--- config.mk ---
export PLATFORM = sky130hd
export DESIGN_NAME = game_clock_ctrl
export DESIGN_NICKNAME = d
export VERILOG_FILES = /design/src/rtl/game_clock_ctrl.sv
export SDC_FILE = /design/constraint.sdc
export NUM_CORES = 1
export LEC_CHECK = 0
export CORE_MARGIN = 5
export CORE_UTILIZATION = 51
export DETAILED_ROUTE_END_ITERATION = 10
export PLACE_DENSITY = 0.84
export SLEW_MARGIN = 5
export SYNTH_ARGS = -nofsm -noshare
export SYNTH_HDL_FRONTEND = slang
export SYNTH_SLANG_ARGS = --single-unit
export TNS_END_PERCENT = 1
--- constraint.sdc ---
create_clock -name CLOCK_50 -period 2.8 [get_ports CLOCK_50]
set_clock_uncertainty 0.05 [all_clocks]
set_input_delay 0.56 -clock CLOCK_50 [delete_from_list [all_inputs] [get_ports CLOCK_50]]
set_output_delay 0.56 -clock CLOCK_50 [all_outputs]
set_load 0.1 [all_outputs]
--- src/rtl/game_clock_ctrl.sv ---
// Mine Quest game clock: HH:MM:SS up/down timer with a 1 Hz prescaler,
// pause/resume, preset load, time-up flag and up-count wrap or saturate.
module game_clock_ctrl #(
    parameter int TICKS_PER_SEC = 50000000,
    parameter int HOURS_MAX     = 99,
    parameter int WRAP          = 1
) (
    input  logic       CLOCK_50,
    input  logic       resetn,
    input  logic       start,
    input  logic       count_down,
    input  logic [6:0] load_hours,
    input  logic [5:0] load_minutes,
    input  logic [5:0] load_seconds,
    input  logic       pause,
    input  logic       is_game_over,
    output logic [6:0] hours,
    output logic [6:0] minutes,
    output logic [6:0] seconds,
    output logic       running,
    output logic       sec_tick,
    output logic       time_up
);

    localparam int PW = $clog2(TICKS_PER_SEC);
    localparam logic [PW-1:0] P_LAST = PW'(TICKS_PER_SEC - 1);
    localparam logic [6:0] H_MAX = 7'(HOURS_MAX);

    localparam logic [1:0] S_IDLE   = 2'd0;
    localparam logic [1:0] S_RUN    = 2'd1;
    localparam logic [1:0] S_PAUSED = 2'd2;
    localparam logic [1:0] S_DONE   = 2'd3;

    logic [1:0]    state_q, state_d;
    logic [PW-1:0] presc_q, presc_d;
    logic [6:0]    hours_q, hours_d;
    logic [5:0]    min_q, min_d;
    logic [5:0]    sec_q, sec_d;
    logic          down_q, down_d;
    logic          running_q, running_d;
    logic          tick_q, tick_d;
    logic          time_up_q, time_up_d;

    logic [6:0] ld_h;
    logic [5:0] ld_m;
    logic [5:0] ld_s;
    logic       at_max;

    // Clamp the preset and detect the top of the up-count range
    always_comb begin
        ld_h = (load_hours > H_MAX) ? H_MAX : load_hours;
        ld_m = (load_minutes > 6'd59) ? 6'd59 : load_minutes;
        ld_s = (load_seconds > 6'd59) ? 6'd59 : load_seconds;
        at_max = (hours_q == H_MAX) && (min_q == 6'd59) && (sec_q == 6'd59);
    end

    // Next-state logic: game over beats start, start beats pause
    always_comb begin
        state_d   = state_q;
        presc_d   = presc_q;
        hours_d   = hours_q;
        min_d     = min_q;
        sec_d     = sec_q;
        down_d    = down_q;
        tick_d    = 1'b0;
        time_up_d = time_up_q;
        if (is_game_over) begin
            if (state_q == S_RUN || state_q == S_PAUSED) begin
                state_d = S_DONE;
            end
        end else if (start) begin
            hours_d   = ld_h;
            min_d     = ld_m;
            sec_d     = ld_s;
            down_d    = count_down;
            presc_d   = '0;
            if (count_down && ld_h == 7'd0 && ld_m == 6'd0 && ld_s == 6'd0) begin
                state_d   = S_DONE;
                time_up_d = 1'b1;
            end else begin
                state_d   = S_RUN;
                time_up_d = 1'b0;
            end
        end else if (state_q == S_RUN) begin
            state_d = pause ? S_PAUSED : S_RUN;
            if (presc_q == P_LAST) begin
                presc_d = '0;
                tick_d  = 1'b1;
                if (!down_q) begin
                    if (at_max) begin
                        if (WRAP != 0) begin
                            hours_d = 7'd0;
                            min_d   = 6'd0;
                            sec_d   = 6'd0;
                        end else begin
                            tick_d    = 1'b0;
                            state_d   = S_DONE;
                            time_up_d = 1'b1;
                        end
                    end else if (sec_q != 6'd59) begin
                        sec_d = sec_q + 6'd1;
                    end else begin
                        sec_d = 6'd0;
                        if (min_q != 6'd59) begin
                            min_d = min_q + 6'd1;
                        end else begin
                            min_d   = 6'd0;
                            hours_d = hours_q + 7'd1;
                        end
                    end
                end else begin
                    if (sec_q != 6'd0) begin
                        sec_d = sec_q - 6'd1;
                    end else begin
                        sec_d = 6'd59;
                        if (min_q != 6'd0) begin
                            min_d = min_q - 6'd1;
                        end else begin
                            min_d   = 6'd59;
                            hours_d = hours_q - 7'd1;
                        end
                    end
                    if (hours_d == 7'd0 && min_d == 6'd0 && sec_d == 6'd0) begin
                        state_d   = S_DONE;
                        time_up_d = 1'b1;
                    end
                end
            end else if (!pause) begin
                presc_d = presc_q + 1'b1;
            end
        end else if (state_q == S_PAUSED) begin
            if (!pause) begin
                state_d = S_RUN;
            end
        end
        running_d = (state_d == S_RUN);
    end

    // State and time registers
    always_ff @(posedge CLOCK_50 or negedge resetn) begin
        if (!resetn) begin
            state_q   <= S_IDLE;
            presc_q   <= '0;
            hours_q   <= '0;
            min_q     <= '0;
            sec_q     <= '0;
            down_q    <= 1'b0;
            running_q <= 1'b0;
            tick_q    <= 1'b0;
            time_up_q <= 1'b0;
        end else begin
            state_q   <= state_d;
            presc_q   <= presc_d;
            hours_q   <= hours_d;
            min_q     <= min_d;
            sec_q     <= sec_d;
            down_q    <= down_d;
            running_q <= running_d;
            tick_q    <= tick_d;
            time_up_q <= time_up_d;
        end
    end

    assign hours    = hours_q;
    assign minutes  = {1'b0, min_q};
    assign seconds  = {1'b0, sec_q};
    assign running  = running_q;
    assign sec_tick = tick_q;
    assign time_up  = time_up_q;

endmodule

Yosys cells after proc, flatten, opt, wreduce, memory -nomap -nowiden
Cells that the tools add are included.
{"block": "op_classes", "add_sub_neg": 7, "order_cmp": 3, "n_eq_ne": 12, "mux": 68, "bitwise": 1, "n_reduce_logical": 26}
{"cell": "6-bit 2-to-1 mux", "count": 28}
{"cell": "7-bit 2-to-1 mux", "count": 15}
{"cell": "26-bit 2-to-1 mux", "count": 4}
{"cell": "26-bit by 1-bit adder with 26-bit output, second input constant", "count": 1}
{"cell": "26-bit equality test, second input constant", "count": 1}
{"cell": "6-bit zero test", "count": 4}
{"cell": "2-bit 2-to-1 mux", "count": 11}
{"cell": "7-bit zero test", "count": 2}
{"cell": "6-bit by 1-bit adder with 6-bit output, second input constant", "count": 2}
{"cell": "6-bit equality test, second input constant", "count": 2}
{"cell": "6-bit greater-than comparator, second input constant", "count": 2}
{"cell": "6-bit != test, second input constant", "count": 2}
{"cell": "6-bit nonzero test", "count": 2}
{"cell": "6-bit by 1-bit subtractor with 6-bit output, second input constant", "count": 2}
{"cell": "1-bit 2-to-1 mux", "count": 10}
{"cell": "5-bit AND reduction", "count": 2}
{"cell": "4-bit != test, second input constant", "count": 2}
{"cell": "2-bit nonzero test", "count": 4}
{"cell": "7-bit by 1-bit adder with 7-bit output, second input constant", "count": 1}
{"cell": "7-bit equality test, second input constant", "count": 1}
{"cell": "7-bit greater-than comparator, second input constant", "count": 1}
{"cell": "1-bit logical AND", "count": 7}
{"cell": "7-bit by 1-bit subtractor with 7-bit output, second input constant", "count": 1}
{"cell": "3-bit AND reduction", "count": 2}
{"cell": "other kinds (7)", "count": 8}
{"block": "word_totals", "ff_bits": 51, "inputBits": 25, "out_inout_bits": 24, "wordCells": 126}

Depth between registers and ports, before layout
Gate-level depths: netlist (run 1).
{"block": "depth", "depth_word": 18, "ltp_mapped": 9, "ltp_nobuf": 8}

Least setup slack after synthesis (run 1)
Ideal clock, no wire load.
{"block": "synth_timing", "path_type": "register to register", "start": "register sec_q[0]", "end": "register state_q[0]", "setup_time_ns": 0.077, "t_arrival_ns": 2.927, "required_time_ns": 2.673, "path_slack_ns": -0.254, "path_stages_with_launch": 10, "path_buffers": 1, "synth_period_minus_slack_ns": 3.054, "cell_sequence": "dfrtp_1 -> inv_1 -> ha_1 -> nor3b_1 -> clkbuf_1 -> nand3_1 -> a211oi_1 -> nand4b_1 -> or3_1 -> a21oi_1"}
{"block": "synth_via", "elab_chain_len": 16, "word_cells_on_any_way": 31, "classes_between": "add/sub (1); mux (24); reduce/logical (6)"}
{"item": "start: declaration", "line": "38", "text": "logic [5:0] sec_q, sec_d;"}
{"item": "start signal: assignment", "line": "146", "text": "sec_q <= '0;"}
{"item": "start signal: assignment", "line": "156", "text": "sec_q <= sec_d;"}
{"item": "branches (longest 9 deep; another with 6-bit by 1-bit subtractor with 6-bit output)"}
{"item": "1-bit logical AND (*)", "line": "123", "text": "if (hours_d == 7'd0 && min_d == 6'd0 && sec_d == 6'd0) begin"}
{"item": "2-bit 2-to-1 mux (*)", "line": "123"}
{"item": "2-bit 2-to-1 mux (*)", "line": "89", "text": "if (!down_q) begin"}
{"item": "2-bit 2-to-1 mux (*)", "line": "86", "text": "if (presc_q == P_LAST) begin"}
{"item": "2-bit 2-to-1 mux (*)", "line": "84", "text": "end else if (state_q == S_RUN) begin"}
{"item": "2-bit 2-to-1 mux (*)", "line": "71", "text": "end else if (start) begin"}
{"item": "2-bit 2-to-1 mux (*)", "line": "67", "text": "if (is_game_over) begin"}
{"item": "named net state_d[0]", "line": "34", "text": "logic [1:0] state_q, state_d;"}
{"item": "end signal: assignment", "line": "152", "text": "state_q <= state_d;"}
{"item": "end: declaration", "line": "34"}
Mark *: on every way through the listed nets, which the timed path passes. The select of a mux whose other input is x is not followed.
A chain may end at the register's enable or synchronous reset.

Final worst setup path (run 1)
Same ends and word-level chain as after synthesis.

==> results.toml, run 1 <==
[sta]
finalCritPeriodShare_pct = 94.88
report.final.slew_viol_count = 0
period_needed_ns = 2.657
clock.fmax_mhz = 376.4
tightest_slew_ns = 0.8995
setup_viol = 0
slew_headroom_pct = 39.63
hold_viol_final = 0
rsz0062_at_grt = "no"

[global_routing]
grt_pass1_vias = 3807
antenna_found_initial = 0
grt_pass1_wl_um = 19120
grt-ovfl-total = 0
grt_max_degree = 29
grt_usage_pct = 24.07

[power_and_ir_drop]
p_int_mw = 1.341
clkPwrFrac_pct = 18.3
p_leak_nw = 1.830
power_density_mw_per_mm2 = 551.3
comb_power_share_pct = 45.5
irDropWorstVdd_mv = 0.2642
switching_share_pct = 46.92
seqPwrFrac_pct = 36.2
switching_power_mw = 1.185

[placed_design]
dpl.cell_count = 629
dpl.hpwl_um = 8711
gp_congestion = 1.045
port_buffers = 46
post_dp_cell_area_mm2 = 0.004481

[setup_path]
cp-start-kind = "register"
critPathMaxFanout = 8
reg2reg_from = "sec_q[0]"
worst_ep_required_time_ns = 2.99
r2r_end = "state_q[0]"
cp_data_arrival_time_ns = 2.85
end_kind = "register"
r2r_cells = 8
rrSetupSlack_ns = 0.14
crit_type = "register to register"

[synthesis]
synthFlopType = "dfrtp_1"
yosysUniqueCellTypes = 69
yosysTopAreaCell = "dfrtp_1"
syn_area_per_cell_um2 = 7.913
postSynthCellCount = 487
yosysTopAreaCellShare_pct = 33.12
yosys_register_bits = 51
synth_area_mm2 = 0.003854
async_reset_ff_share_pct = 100.0
ys_top_cells_by_area = "dfrtp_1, nor2_1, a21oi_1"
ys_seq_area_share_pct = 33.12
synth_edf_count = 0
yosysWarnings = 0

[min_path]
hold_class = "primary input to asynchronous set/reset pin"

[drt]
detailroute.via_count = 4103
postRouteAntennaNets = 0
wire_per_inst_um = 18.10
drc = 0
routed_via_density = 6.441
drtIter0Drc = 307
drt_wl_total_um = 11530
drt_first_pass_iters = 5

[finish]
final_common_cell = "nor2_1"
final_net_count = 570
multi_input_area_mm2 = 0.002380
syn_to_final_growth_pct = 18.90
drive_gt1_share_pct = 14.13
diodes = 0
final_cells = 637
regArea_mm2 = 0.001281
final_cell_mix = "nor2_1, buf_4, dfrtp_1"
fin_area_mm2 = 0.004582
fillers = 652

[clocking]
cts.path.max_buffers = 2
cts_root_buf = "clkbuf_8"
clock-sinks = 51
htreeDepth = 2
clk_pin_slew_ns = 0.10
numCtsBuffers = 5
cts_tree = "built"
cts_hold_buf = 0
postCtsSetupBuffers = 0
clock_latency_ns = 0.31

[die]
start_util_pct = 52.85
core_area_mm2 = 0.007292
ios = 49
rows = 31
dieArea_mm2 = 0.009394
die_h_um = 96.93
dieWidth_um = 96.93

[status]
outcome = "finished, final reports clean"

[flow_run]
cap_viol_max_count = 0
-- logic make-up after synthesis --
group	count (synthesis)	share of synthesized area (%)
AND/OR/NAND/NOR	218	29.77
AO/OA/AOI/OAI	127	22.08
buffers and inverters	52	5.389
flip-flops	51	33.12
XOR/XNOR	28	6.364
adder cells (fa/ha/maj)	8	2.598
multiplexers	2	0.5844
other	1	0.09731
-- repair_timing --
item | in CTS | in global routing
resized for setup | 0 | 2
setup endpoints to repair | 0 | 5
hold endpoints to repair | 0 | 0
-- worst max-delay path by stage --
stage                     cells after the start          to             from  slack [ns]
after floorplan                               9  state_q[0]         sec_q[0]       -0.03
after global placement                        6     running  load_minutes[4]        0.27
after detailed placement                      9    min_q[3]         sec_q[0]        0.17
after CTS                                     9    min_q[3]         sec_q[0]        0.16
after global routing                          9  state_q[0]         sec_q[0]        0.02
final                                         8  state_q[0]         sec_q[0]        0.14
-- flip-flops by register name (all words and copies together), names as in the netlist --
name / count
time_up: 1
hours: 7
running: 1
min_q: 6
state_q: 2
sec_q: 6
presc_q: 26
down_q: 1
sec_tick: 1
-- through the flow --
stage / hold slack, ns / setup slack, ns / total power [mW] / TNS [ns] / util [%]
2_1_floorplan: 0.2144 / -0.02596 / 1.724 / -0.04944 / -
3_3_place_gp: 0.4402 / 0.2691 / 2.046 / 0 / 61.44
3_5_place_dp: 0.4537 / 0.1744 / 2.059 / 0 / 61.44
4_1_cts: 0.2469 / 0.1602 / 2.521 / 0 / 62.75
5_1_grt: 0.2805 / 0.02231 / 2.655 / 0 / 62.83
6_report: 0.2228 / 0.1434 / 2.526 / 0 / 62.83
-- worst max-delay path, stage by stage, from the launching register on --
cell	delay, ns
dfrtp_2	0.41
inv_1	0.10
ha_1	0.30
nor4bb_1	0.51
nand4_1	0.18
xnor2_1	0.20
nand4b_1	0.31
or3_1	0.42
a21oi_1	0.13
-- layer usage --
layer	share of wire [%]	up-vias	track usage, %
met2	46	202	38.22
met5	0	-	0
met4	2.5	0	8.099
met3	7.5	30	3.597
li1	-	1915	-
met1	44	1956	33.47
-- layout make-up --
type                            count  share of cell area [%]
Multi-Input combinational cell    385                   51.94
Sequential cell                    51                   27.96
Timing Repair Buffer               75                   13.76
Tap cell                           99                   2.703
Clock buffer                        7                   1.884
Inverter                           19                   1.557
Clock inverter                      1                  0.1912
-- power by group through the flow --
stage | sequential (mW) | combinational [mW] | clock [mW]
finish | 0.914 | 1.15 | 0.462
global route | 0.925 | 1.23 | 0.504
CTS | 0.907 | 1.14 | 0.472
detailed placement | 0.922 | 1.14 | 0
global placement | 0.919 | 1.13 | 0
floorplan | 1.25 | 0.475 | 0
-- Yosys cell counts, types with 4 or more instances --
| cell type | n |
|---|---|
| nor2_1 | 58 |
| dfrtp_1 | 51 |
| nand2_1 | 39 |
| a21oi_1 | 30 |
| clkbuf_1 | 26 |
| o21ai_0 | 24 |
| nand4_1 | 22 |
| inv_1 | 19 |
| nor3_1 | 19 |
| nand3_1 | 16 |
| xnor2_1 | 16 |
| nor4_1 | 14 |
| xor2_1 | 12 |
| a211oi_1 | 9 |
| or3_1 | 9 |
| ha_1 | 8 |
| o31ai_1 | 8 |
| a31oi_1 | 7 |
| and3_1 | 6 |
| or4_1 | 6 |
| a311oi_1 | 5 |
| o211ai_1 | 5 |
| buf_2 | 4 |
No activity file was read; power rests on OpenSTA's default activity.
==> run 2: changes to the inputs <==
- SKIP_CTS_REPAIR_TIMING: not set -> 1
==> results of run 2 <==
The final DEF is identical to that of run 1; final timing and power are the same.
